**src/rtl/conv_encoder_pkg.sv**
```systemverilog
// Shared definitions for the radix-4, K=9 convolutional encoder and its trellis consumers.
package conv_encoder_pkg;

  localparam int MAX_STATE_REG_NUM = 8;
  localparam int RADIX             = 4;
  localparam int STEP_BITS         = $clog2(RADIX);

  localparam logic [8:0] G0_DEF = 9'o561;
  localparam logic [8:0] G1_DEF = 9'o753;

  // One radix-4 step shifts two zeros in, so half the state width flushes the trellis.
  localparam int TAIL_STEPS_DEF = MAX_STATE_REG_NUM / STEP_BITS;

  typedef enum logic [1:0] {
    IDLE = 2'd0,
    ENC  = 2'd1,
    TAIL = 2'd2
  } enc_state_t;

  typedef struct packed {
    logic [3:0]                   code;
    logic [MAX_STATE_REG_NUM-1:0] state;
  } conv_step_t;

endpackage

```
**src/rtl/conv_encoder_step.sv**
```systemverilog
// Combinational radix-4 trellis step: (state, {d1,d0}) -> ({c3,c2,c1,c0}, next state).
module conv_encoder_step
  import conv_encoder_pkg::*;
#(
  parameter logic [8:0] G0 = G0_DEF,
  parameter logic [8:0] G1 = G1_DEF
) (
  input  logic [7:0] i_state,
  input  logic [1:0] i_d,
  output conv_step_t o_step
);

  logic [8:0] w_v0;
  logic [7:0] w_s1;
  logic [8:0] w_v1;

  // Bit 0 of each window is the newest bit, matching generator tap k at position k.
  assign w_v0 = {i_state, i_d[0]};
  assign w_s1 = {i_state[6:0], i_d[0]};
  assign w_v1 = {w_s1, i_d[1]};

  assign o_step.code  = {^(G1 & w_v1), ^(G0 & w_v1), ^(G1 & w_v0), ^(G0 & w_v0)};
  assign o_step.state = {i_state[5:0], i_d[0], i_d[1]};

endmodule

```
**src/rtl/conv_encoder.sv**
```systemverilog
// Rate-1/2 K=9 radix-4 convolutional encoder with a single output register stage.
// Define CONV_TAIL_EN to append zero-tail steps so every frame terminates in state 0.
module conv_encoder
  import conv_encoder_pkg::*;
#(
  parameter logic [8:0] G0 = G0_DEF,
`ifdef CONV_TAIL_EN
  parameter int TAIL_STEPS = TAIL_STEPS_DEF,
`endif
  parameter logic [8:0] G1 = G1_DEF
) (
  input  logic        clk,
  input  logic        rst,
  input  logic        en_enc,
  input  logic        i_valid,
  output logic        o_ready,
  input  logic [1:0]  i_data,
  input  logic        i_last,
  output logic        o_valid,
  input  logic        i_ready,
  output logic [3:0]  o_code,
  output logic        o_last,
  output logic [7:0]  o_state,
  output logic [15:0] o_step_cnt
);

  enc_state_t r_fsm, w_fsm_nxt;

  logic [7:0]  r_enc_st;
  logic        r_valid;
  logic [3:0]  r_code;
  logic        r_last;
  logic [7:0]  r_state;
  logic [15:0] r_cnt;

  logic       w_slot;
  logic       w_in_phase;
  logic       w_acc;
  logic       w_tail_iss;
  logic       w_tail_end;
  logic       w_issue;
  logic       w_last_step;
  logic [1:0] w_d;
  conv_step_t w_step;
  enc_state_t w_end_fsm;

  // A step may issue whenever the output register is empty or being drained.
  assign w_slot     = rst && en_enc && (!r_valid || i_ready);
  assign w_in_phase = (r_fsm == IDLE) || (r_fsm == ENC);
  assign o_ready    = w_slot && w_in_phase;
  assign w_acc      = i_valid && o_ready;

`ifdef CONV_TAIL_EN
  localparam int TCW = (TAIL_STEPS > 1) ? $clog2(TAIL_STEPS) : 1;

  logic [TCW-1:0] r_tail_cnt;

  assign w_tail_iss  = w_slot && (r_fsm == TAIL);
  assign w_tail_end  = w_tail_iss && (r_tail_cnt == TCW'(TAIL_STEPS - 1));
  assign w_last_step = w_tail_end;
  assign w_end_fsm   = TAIL;

  always_ff @(posedge clk or negedge rst) begin
    if (!rst)            r_tail_cnt <= '0;
    else if (w_tail_iss) r_tail_cnt <= w_tail_end ? '0 : r_tail_cnt + TCW'(1);
  end
`else
  assign w_tail_iss  = 1'b0;
  assign w_tail_end  = 1'b0;
  assign w_last_step = w_acc && i_last;
  assign w_end_fsm   = IDLE;
`endif

  assign w_issue = w_acc || w_tail_iss;
  assign w_d     = w_tail_iss ? 2'b00 : i_data;

  conv_encoder_step #(.G0(G0), .G1(G1)) u_step (
    .i_state (r_enc_st),
    .i_d     (w_d),
    .o_step  (w_step)
  );

  always_ff @(posedge clk or negedge rst) begin
    if (!rst) r_fsm <= IDLE;
    else      r_fsm <= w_fsm_nxt;
  end

  always_comb begin
    w_fsm_nxt = r_fsm;
    case (r_fsm)
      IDLE, ENC: if (w_acc) w_fsm_nxt = i_last ? w_end_fsm : ENC;
      TAIL:      if (w_tail_end) w_fsm_nxt = IDLE;
      default:   w_fsm_nxt = IDLE;
    endcase
  end

  // Trellis state is forced to 0 at frame end so the next frame always starts from state 0.
  always_ff @(posedge clk or negedge rst) begin
    if (!rst)         r_enc_st <= 8'h00;
    else if (w_issue) r_enc_st <= w_last_step ? 8'h00 : w_step.state;
  end

  always_ff @(posedge clk or negedge rst) begin
    if (!rst) begin
      r_valid <= 1'b0;
      r_code  <= 4'h0;
      r_last  <= 1'b0;
      r_state <= 8'h00;
    end else if (w_issue) begin
      r_valid <= 1'b1;
      r_code  <= w_step.code;
      r_last  <= w_last_step;
      r_state <= w_step.state;
    end else if (en_enc && i_ready) begin
      r_valid <= 1'b0;
      r_last  <= 1'b0;
    end
  end

  // The count restarts on the first step of a frame, so it still reads the frame length at o_last.
  always_ff @(posedge clk or negedge rst) begin
    if (!rst)         r_cnt <= 16'h0000;
    else if (w_issue) r_cnt <= (r_fsm == IDLE) ? 16'h0001 :
                               (r_cnt == 16'hFFFF) ? r_cnt : r_cnt + 16'h0001;
  end

  assign o_valid    = r_valid;
  assign o_code     = r_code;
  assign o_last     = r_last;
  assign o_state    = r_state;
  assign o_step_cnt = r_cnt;

endmodule

```
**config.mk**
```make
export PLATFORM = sky130hd
export DESIGN_NAME = conv_encoder
export DESIGN_NICKNAME = d
export VERILOG_FILES = /design/src/rtl/conv_encoder_pkg.sv /design/src/rtl/conv_encoder_step.sv /design/src/rtl/conv_encoder.sv
export SDC_FILE = /design/constraint.sdc
export NUM_CORES = 1
export LEC_CHECK = 0
export CAP_MARGIN = 25
export CORE_ASPECT_RATIO = 1.2
export CORE_MARGIN = 2
export CORE_UTILIZATION = 58
export CTS_BUF_LIST = sky130_fd_sc_hd__clkbuf_4
export CTS_CLUSTER_DIAMETER = 50
export DETAILED_ROUTE_END_ITERATION = 6
export GPL_TIMING_DRIVEN = 1
export PLACE_DENSITY = 0.92
export SLEW_MARGIN = 20
export SYNTH_ARGS = -nofsm -noshare
export SYNTH_HDL_FRONTEND = slang
export SYNTH_HIERARCHICAL = 1
export SYNTH_SLANG_ARGS = --single-unit
export TNS_END_PERCENT = 5
```
**constraint.sdc**
```tcl
create_clock -name clk -period 3.65 [get_ports clk]
set_input_delay 1.095 -clock clk [delete_from_list [all_inputs] [get_ports clk]]
set_output_delay 1.095 -clock clk [all_outputs]
set_load 0.02 [all_outputs]
```
# == Word-level counts from Yosys, hierarchy flattened ==
# Cells that the tools add are included.
# word_totals
ff_bits,40
latch_bits,0
ram_bits,0
romBits,0
inputBits,8
elab_cells,41
mem_count,0
# op_classes
n_addsub,1
n_mul,0
n_div,0
magnitude_cmp,0
eq_ne,5
n_shift,0
mux,9
n_bitwise,1
reduce_logical,18
# ops
cell,n
parity 9 bit,4
two-way mux 16 bit,2
adder 16 x 1 -> 16 bit (second input constant),1
equality test 16 bit (second input constant),1
two-way mux 8 bit,1
logical AND 1 bit,6
two-way mux 1 bit,4
!= test 2 bit (second input constant),2
case mux 2 bit (2 select lines),1
AND reduction 2 bit,2
equality test 2 x 1 -> 1 bit (second input constant),1
equality test 2 bit (second input constant),1
logical NOT 2 bit,1
logical OR 1 bit,2
two-way mux 2 bit,1
nonzero test 2 bit,1
OR reduction 2 bit,1
logical NOT 1 bit,1
inverter 1 bit,1

# == Depth between registers and ports, before layout ==
# Gate-level depths: netlist of run 1.
# depth
depth_word,7
mapped_depth,6
mapped_depth_nobuf,5

# == Hierarchy ==
# Netlist of run 1, hierarchy kept.
# by_module_without_submodules
mod,n_inst,cells_each,area_per_inst_um2
conv_encoder,1,209,1953.1
conv_encoder_step,1,18,224.0

# == Worst setup path after synthesis of run 1 ==
# OpenSTA, ideal clock, no wires.
# synth_timing
kind,in2out
start,in i_ready
end,out o_ready
arrival_ns,1.501
setup_slack_ns,1.054
stages,2
cell_sequence,nand2b_2 -> and2_1
# synth_via
elab_chain_cells,3
# synth_lines
element,line_no,source
from (decl),conv_encoder.sv:20,"input logic i_ready,"
logical OR 1 bit,conv_encoder.sv:48,assign w_slot = rst && en_enc && (!r_valid || i_ready);
logical AND 1 bit,conv_encoder.sv:48,
logical AND 1 bit,conv_encoder.sv:50,assign o_ready = w_slot && w_in_phase;
to (decl),conv_encoder.sv:16,"output logic o_ready,"
# Every way passes these cells.

# == Final worst setup path of run 1 ==
# Same ends and word-level chain as after synthesis.

==> metrics.cfg, run 1 <==
[run]
cap_viol_max_count = 0

[clocking]
clk_latency_ns = 0.34
cts-root-buf = clkbuf_4
cts_setup_buffers = 0
cts_hold_buf = 0
cts_max_path_buffers = 2
cts_buffers = 5
cts.sinks = 39
cts.clk_slew.worst_paths_ns = 0.12
cts-resized-gates = 0
tritoncts = built
htree_levels = 2

[floorplan]
core_area_um2 = 3603
num_rows = 24
die_x_um = 59.93
ios = 39
initial_core_util = 0.6042
die_h_um = 71.12
design.die.area_um2 = 4262

[worst_hold_path]
hold_path_class = reg -> reg
min_delay_path_depth = 2
hold_end = o_state[1]
hold_path_startpoint = o_state[1]

[power]
ir_drop_uv = 299.0
pwr-share-seq = 0.444
power_frac_comb = 0.352
power_density_nw_per_um2 = 538.9
cellLeakagePower_uw = 0.001155
p_sw_uw = 495.9
clockPowerShare = 0.203
switching_share = 0.3572
p_int_uw = 892.4

[outcome]
status = finished clean

[placed_design]
dp_hpwl_mm = 3.124
globalplace.congestion = 0.9031
portBuffers = 38
placedCellCount = 289

[worst_setup_path]
slowest_delay_ns = 0.60
crit_type = in -> out
path_cells = clkdlybuf4s50_1 -> nand2b_2 -> and2_1 -> clkdlybuf4s50_1
crit_family = buffers and inverters
worst-path-buf-inv = 2
crit_fanout = 5
r2r_end = o_step_cnt[0]
critPathLaunchType = input port
crit_required_ns = 2.55
r2r_cells = 5
slowest_stage = clkdlybuf4s50_1
crit_path_end_kind = output port
path_common_cell = clkdlybuf4s50_1
crit_cells = 4
r2r_slack_ns = 1.68
rr_startpoint = o_step_cnt[0]
cp.arrival_ns = 2.47

[logic_synthesis]
syn_avg_cell_area_um2 = 9.591
yosysUniqueCellTypes = 47
synth_edf_count = 0
ys_ff_latch = 39
netlist_area_um2 = 2177
synth_cells = 227
async_reset_ff_frac = 1.000
yosysWarnings = 6
yosys_most_used_dff = dfrtp_1
synth_nets = 236
yosysSeqAreaShare = 0.4483

[layout]
layout-drive-gt1-share = 0.09339
layout_common_cells = 69 x nand2_1, 39 x dfrtp_1, 37 x clkdlybuf4s50_1
area.growth.synth_to_final_pct = 18.33
regArea_um2 = 975.9
antenna_cells = 0
multi_input_comb_area_um2 = 1064
layout_commonest_cell = nand2_1
fin_nets = 266
instances_no_fill = 296
nFillCells = 284

[timing]
tns_ns = 0
finalHoldViolations = 0
rsz0062_at_grt = no
min_period_over_period = 0.9764
max_slew_margin = 0.5212
tightestPinTransition_ns = 0.7182
report.final.slew_viol_count = 0
fmax_mhz = 280.6
fin_skew_ns = 0.006979
finalSetupViolCount = 0
min_period_ns = 3.564

[routing]
vias = 1763
wl_per_cell_um = 15.08
drcViolationCount = 0
vias_per_cell = 5.956
ant_nets = 0
routed_wl_mm = 4.463
first_pass_iters = 4
drtIter0Drc = 98

[global_route]
grt_pass1_wl_mm = 7.348
grt_max_degree = 40
grt_util_all_layers = 0.2286
antenna_found_initial = 0
overflow = 0
grt_pass1_vias = 1587

power by group through the flow:
| stage | clock network (µW) | registers, µW | logic (µW) |
|---|---|---|---|
| floorplan | 0 | 679 | 242 |
| global placement | 0 | 621 | 477 |
| detailed placement | 0 | 624 | 491 |
| CTS | 290 | 616 | 493 |
| global route | 312 | 634 | 534 |
| finish | 282 | 617 | 489 |
per-layer routing:
| metal | vias up | global-route usage | share of wire |
|---|---|---|---|
| li1 | 859 | - | - |
| met1 | 842 | 0.3049 | 0.42 |
| met2 | 55 | 0.3587 | 0.51 |
| met3 | 7 | 0.05484 | 0.048 |
| met4 | 0 | 0.08642 | 0.015 |
| met5 | - | 0 | 0 |
worst max-delay path by stage:
stage             from      end  slack (ns)
2_1_floorplan  i_ready  o_ready        1.05
3_3_place_gp    en_enc  o_ready        0.11
3_5_place_dp    en_enc  o_ready        0.08
4_1_cts         en_enc  o_ready        0.09
5_1_grt         en_enc  o_ready        0.05
6_report       i_ready  o_ready        0.09
metrics by stage:
| stage | instance area, µm² | utilization | total power, µW | hold slack, ns | setup WS, ns |
|---|---|---|---|---|---|
| finish | 2576 | 0.7149 | 1388 | 0.4923 | 0.08627 |
| detailed placement | 2501 | 0.6941 | 1115 | 0.4616 | 0.08405 |
| floorplan | 2177 | - | 921.1 | 0.4586 | 1.054 |
| global placement | 2501 | 0.6941 | 1098 | 0.4602 | 0.1072 |
| CTS | 2576 | 0.7149 | 1398 | 0.4992 | 0.08629 |
| global route | 2576 | 0.7149 | 1479 | 0.5168 | 0.04677 |
registers in the layout, summed over array words and instances (netlist names):
name        cells
o_code          4
o_last          1
o_state         8
o_step_cnt     16
o_valid         1
r_enc_st        8
r_fsm           1
worst register-to-register path, stage by stage (launching register included):
cell and delay, ns:
dfrtp_1 0.47, ha_1 0.26, nand3_2 0.16, nor4_4 0.62, mux2i_1 0.25, a21oi_1 0.08
final cells by class:
class,count,area share
clock buffer,5,0.01457
tap,39,0.01894
clock inverter,2,0.01457
sequential,39,0.3788
inverter,4,0.005828
multi-input combinational,166,0.4128
timing repair buffer,41,0.1544
cells by family (layout without fill, tap and decap cells):
group | after synthesis | after routing | synth area share
adders and majority gates | 1 | 1 | 0.005746
AOI/OAI and AO/OA | 30 | 30 | 0.09656
buffers and inverters | 22 | 52 | 0.06321
muxes | 2 | 2 | 0.009196
xor gates and xnor gates | 10 | 10 | 0.07528
and+or+nand+nor | 123 | 123 | 0.3017
DFF | 39 | 39 | 0.4483
Yosys cell counts (all sizes together) (2+ instances only):
cell type | instances | area share
nand2 | 69 | 0.12
dfrtp | 39 | 0.45
nand3 | 17 | 0.041
buf | 12 | 0.044
a21oi | 9 | 0.021
nand3b | 8 | 0.028
nand4 | 7 | 0.034
or4 | 6 | 0.021
clkbuf | 5 | 0.0086
o211ai | 5 | 0.017
and4 | 4 | 0.018
inv | 4 | 0.0069
xnor2 | 4 | 0.016
a41oi | 3 | 0.012
nor4 | 3 | 0.016
o21ai | 3 | 0.0069
xnor3 | 3 | 0.031
and2 | 2 | 0.0063
and3 | 2 | 0.0057
mux2i | 2 | 0.0092
nor2 | 2 | 0.0034
o311ai | 2 | 0.0080
xor3 | 2 | 0.024
Power figures use the tool's default switching activity.
==> run 2, diff against run 1 <==
- CORE_UTILIZATION: 58 -> 54
- GPL_ROUTABILITY_DRIVEN: default -> 0
- PLACE_DENSITY: 0.92 -> 0.87
- SKIP_LAST_GASP: default -> 1
- clock period: 3.65 -> 4 ns (I/O delays scaled with it)
==> run 2 against run 1 <==
Against the previous run: clock skew up 0.0040 ns; core utilization fell by 5.1 points; clock power fell by 7.8%; register-to-register slack improved by 0.34 ns; sequential share of layout area fell by 0.27 points; largest cell class unchanged.
==> metrics.cfg, run 2 (same netlist as run 1, synthesis figures left out) <==
[outcome]
status = finished clean

[clocking]
cts-resized-gates = 0  ; unchanged
tritoncts = built
clk_latency_ns = 0.35  ; about the same
cts_max_path_buffers = 2  ; unchanged
htree_levels = 2  ; unchanged
cts_buffers = 5  ; unchanged
cts.sinks = 39  ; unchanged
cts-root-buf = clkbuf_4
cts_setup_buffers = 0  ; unchanged
cts.clk_slew.worst_paths_ns = 0.12  ; about the same
cts_hold_buf = 0  ; unchanged

[worst_setup_path]
crit_required_ns = 2.80  ; +0.25 ns
cp.arrival_ns = 2.58  ; +0.11 ns
crit_fanout = 5  ; unchanged
critPathLaunchType = input port
r2r_end = o_step_cnt[0]
r2r_cells = 5  ; unchanged
r2r_slack_ns = 2.02  ; +0.34 ns
rr_startpoint = o_step_cnt[0]
crit_path_end_kind = output port
slowest_stage = clkdlybuf4s50_1
crit_type = in -> out
slowest_delay_ns = 0.59  ; about the same
path_cells = clkdlybuf4s50_1 -> and2_2 -> and2_1 -> clkdlybuf4s50_1
path_common_cell = clkdlybuf4s50_1

[routing]
vias_per_cell = 5.653  ; -5.1%
vias = 1758  ; -0.28%
first_pass_iters = 4  ; unchanged
drtIter0Drc = 135  ; +38%
routed_wl_mm = 4.553  ; +2.0%
ant_nets = 0  ; unchanged
wl_per_cell_um = 14.64  ; -2.9%
drcViolationCount = 0  ; unchanged

[timing]
report.final.slew_viol_count = 0  ; unchanged
min_period_ns = 3.777
setup_ws_ns = 0.2233  ; +0.1371 ns
tns_ns = 0  ; unchanged
rsz0062_at_grt = no
finalSetupViolCount = 0  ; unchanged
max_slew_margin = 0.5392  ; +0.01800
finalHoldViolations = 0  ; unchanged
holdWs_ns = 0.4925  ; +0.0002480 ns
min_period_over_period = 0.9442
fin_skew_ns = 0.01094  ; +0.003961 ns
fmax_mhz = 264.8
tightestPinTransition_ns = 0.6912  ; -0.02699 ns

[floorplan]
die_h_um = 73.56  ; +3.4%
die_x_um = 61.96  ; +3.4%
initial_core_util = 0.5568  ; -0.04737
design.die.area_um2 = 4557  ; +6.9%
core_area_um2 = 3910  ; +8.5%
num_rows = 25  ; +4.2%
ios = 39  ; unchanged

[layout]
largest_reg_flops = 16  ; unchanged
nFillCells = 318  ; +12%
layout-drive-gt1-share = 0.09339  ; unchanged
fin_nets = 266  ; unchanged
final_core_util = 0.6637  ; -0.05125
antenna_cells = 0  ; unchanged
layout_commonest_cell = nand2_1
area.growth.synth_to_final_pct = 19.20
layout_common_cells = 69 x nand2_1, 39 x dfrtp_1, 37 x clkdlybuf4s50_1

[global_route]
grt_max_degree = 40  ; unchanged
antenna_found_initial = 0  ; unchanged
overflow = 0  ; unchanged
grt_util_all_layers = 0.2276  ; -0.001033
grt_pass1_wl_mm = 7.769  ; +5.7%
grt_pass1_vias = 1683  ; +6.0%

[run]
cap_viol_max_count = 0  ; unchanged

[power]
cellLeakagePower_uw = 0.001155  ; unchanged
power_density_nw_per_um2 = 491.4  ; -8.8%
ir_drop_uv = 265.4  ; -11%

[placed_design]
portBuffers = 38  ; unchanged
pre_cts_ws_ns = 0.2232  ; +0.1392 ns
dp_hpwl_mm = 3.187  ; +2.0%

[worst_hold_path]
hold_path_startpoint = o_code[3]
min_delay_path_depth = 2  ; unchanged
hold_path_class = reg -> reg
hold_end = o_code[3]

[run 2: cell counts in the layout (fill, tap and decap cells not counted)]
No cell type changed its count.
[run 2: how the worst max path moves through the flow]
stage / slack, ns / cells after the start / start / end
after global placement: 0.25 / 4 / en_enc / o_ready
after global routing: 0.17 / 4 / en_enc / o_ready
after floorplan: 1.19 / 2 / i_ready / o_ready
after CTS: 0.22 / 4 / en_enc / o_ready
after detailed placement: 0.22 / 4 / en_enc / o_ready
final: 0.22 / 4 / en_enc / o_ready
[run 2: metal layers]
layer | track usage | share of wire
met5 | 0 | 0
met4 | 0.07801 | 0.017
met3 | 0.05106 | 0.037
met2 | 0.3750 | 0.51
met1 | 0.2895 | 0.43
[run 2: critical path, delay by kind of cell]
family / cells / cell delay (ns)
buf+inv: 2 / 1.06
simple gates: 2 / 0.31
[run 2: cell type report]
type | count | area (µm²) | area share
Inverter | 4 | 15.01 | 0.005786
Clock buffer | 5 | 37.54 | 0.01446
Timing Repair Buffer | 41 | 397.9 | 0.1533
Multi-Input combinational cell | 166 | 1064 | 0.4098
Sequential cell | 39 | 975.9 | 0.3761
Clock inverter | 2 | 37.54 | 0.01446
Tap cell | 54 | 67.56 | 0.02604
[run 2: metrics by stage]
| step | std cells | area (µm²) | power, µW |
|---|---|---|---|
| after CTS | 311 | 2595 | 1281 |
| after global routing | 311 | 2595 | 1360 |
| after detailed placement | 304 | 2520 | 1021 |
| after global placement | 304 | 2520 | 1003 |
| after floorplan | 227 | 2177 | 840.5 |
| final | 311 | 2595 | 1275 |
[run 2: power breakdown]
| part | leakage [µW] | internal (µW) | switching, µW |
|---|---|---|---|
| Combinational | 0.000637 | 222 | 227 |
| Clock | 0.0000373 | 128 | 132 |
| Sequential | 0.000481 | 464 | 101 |
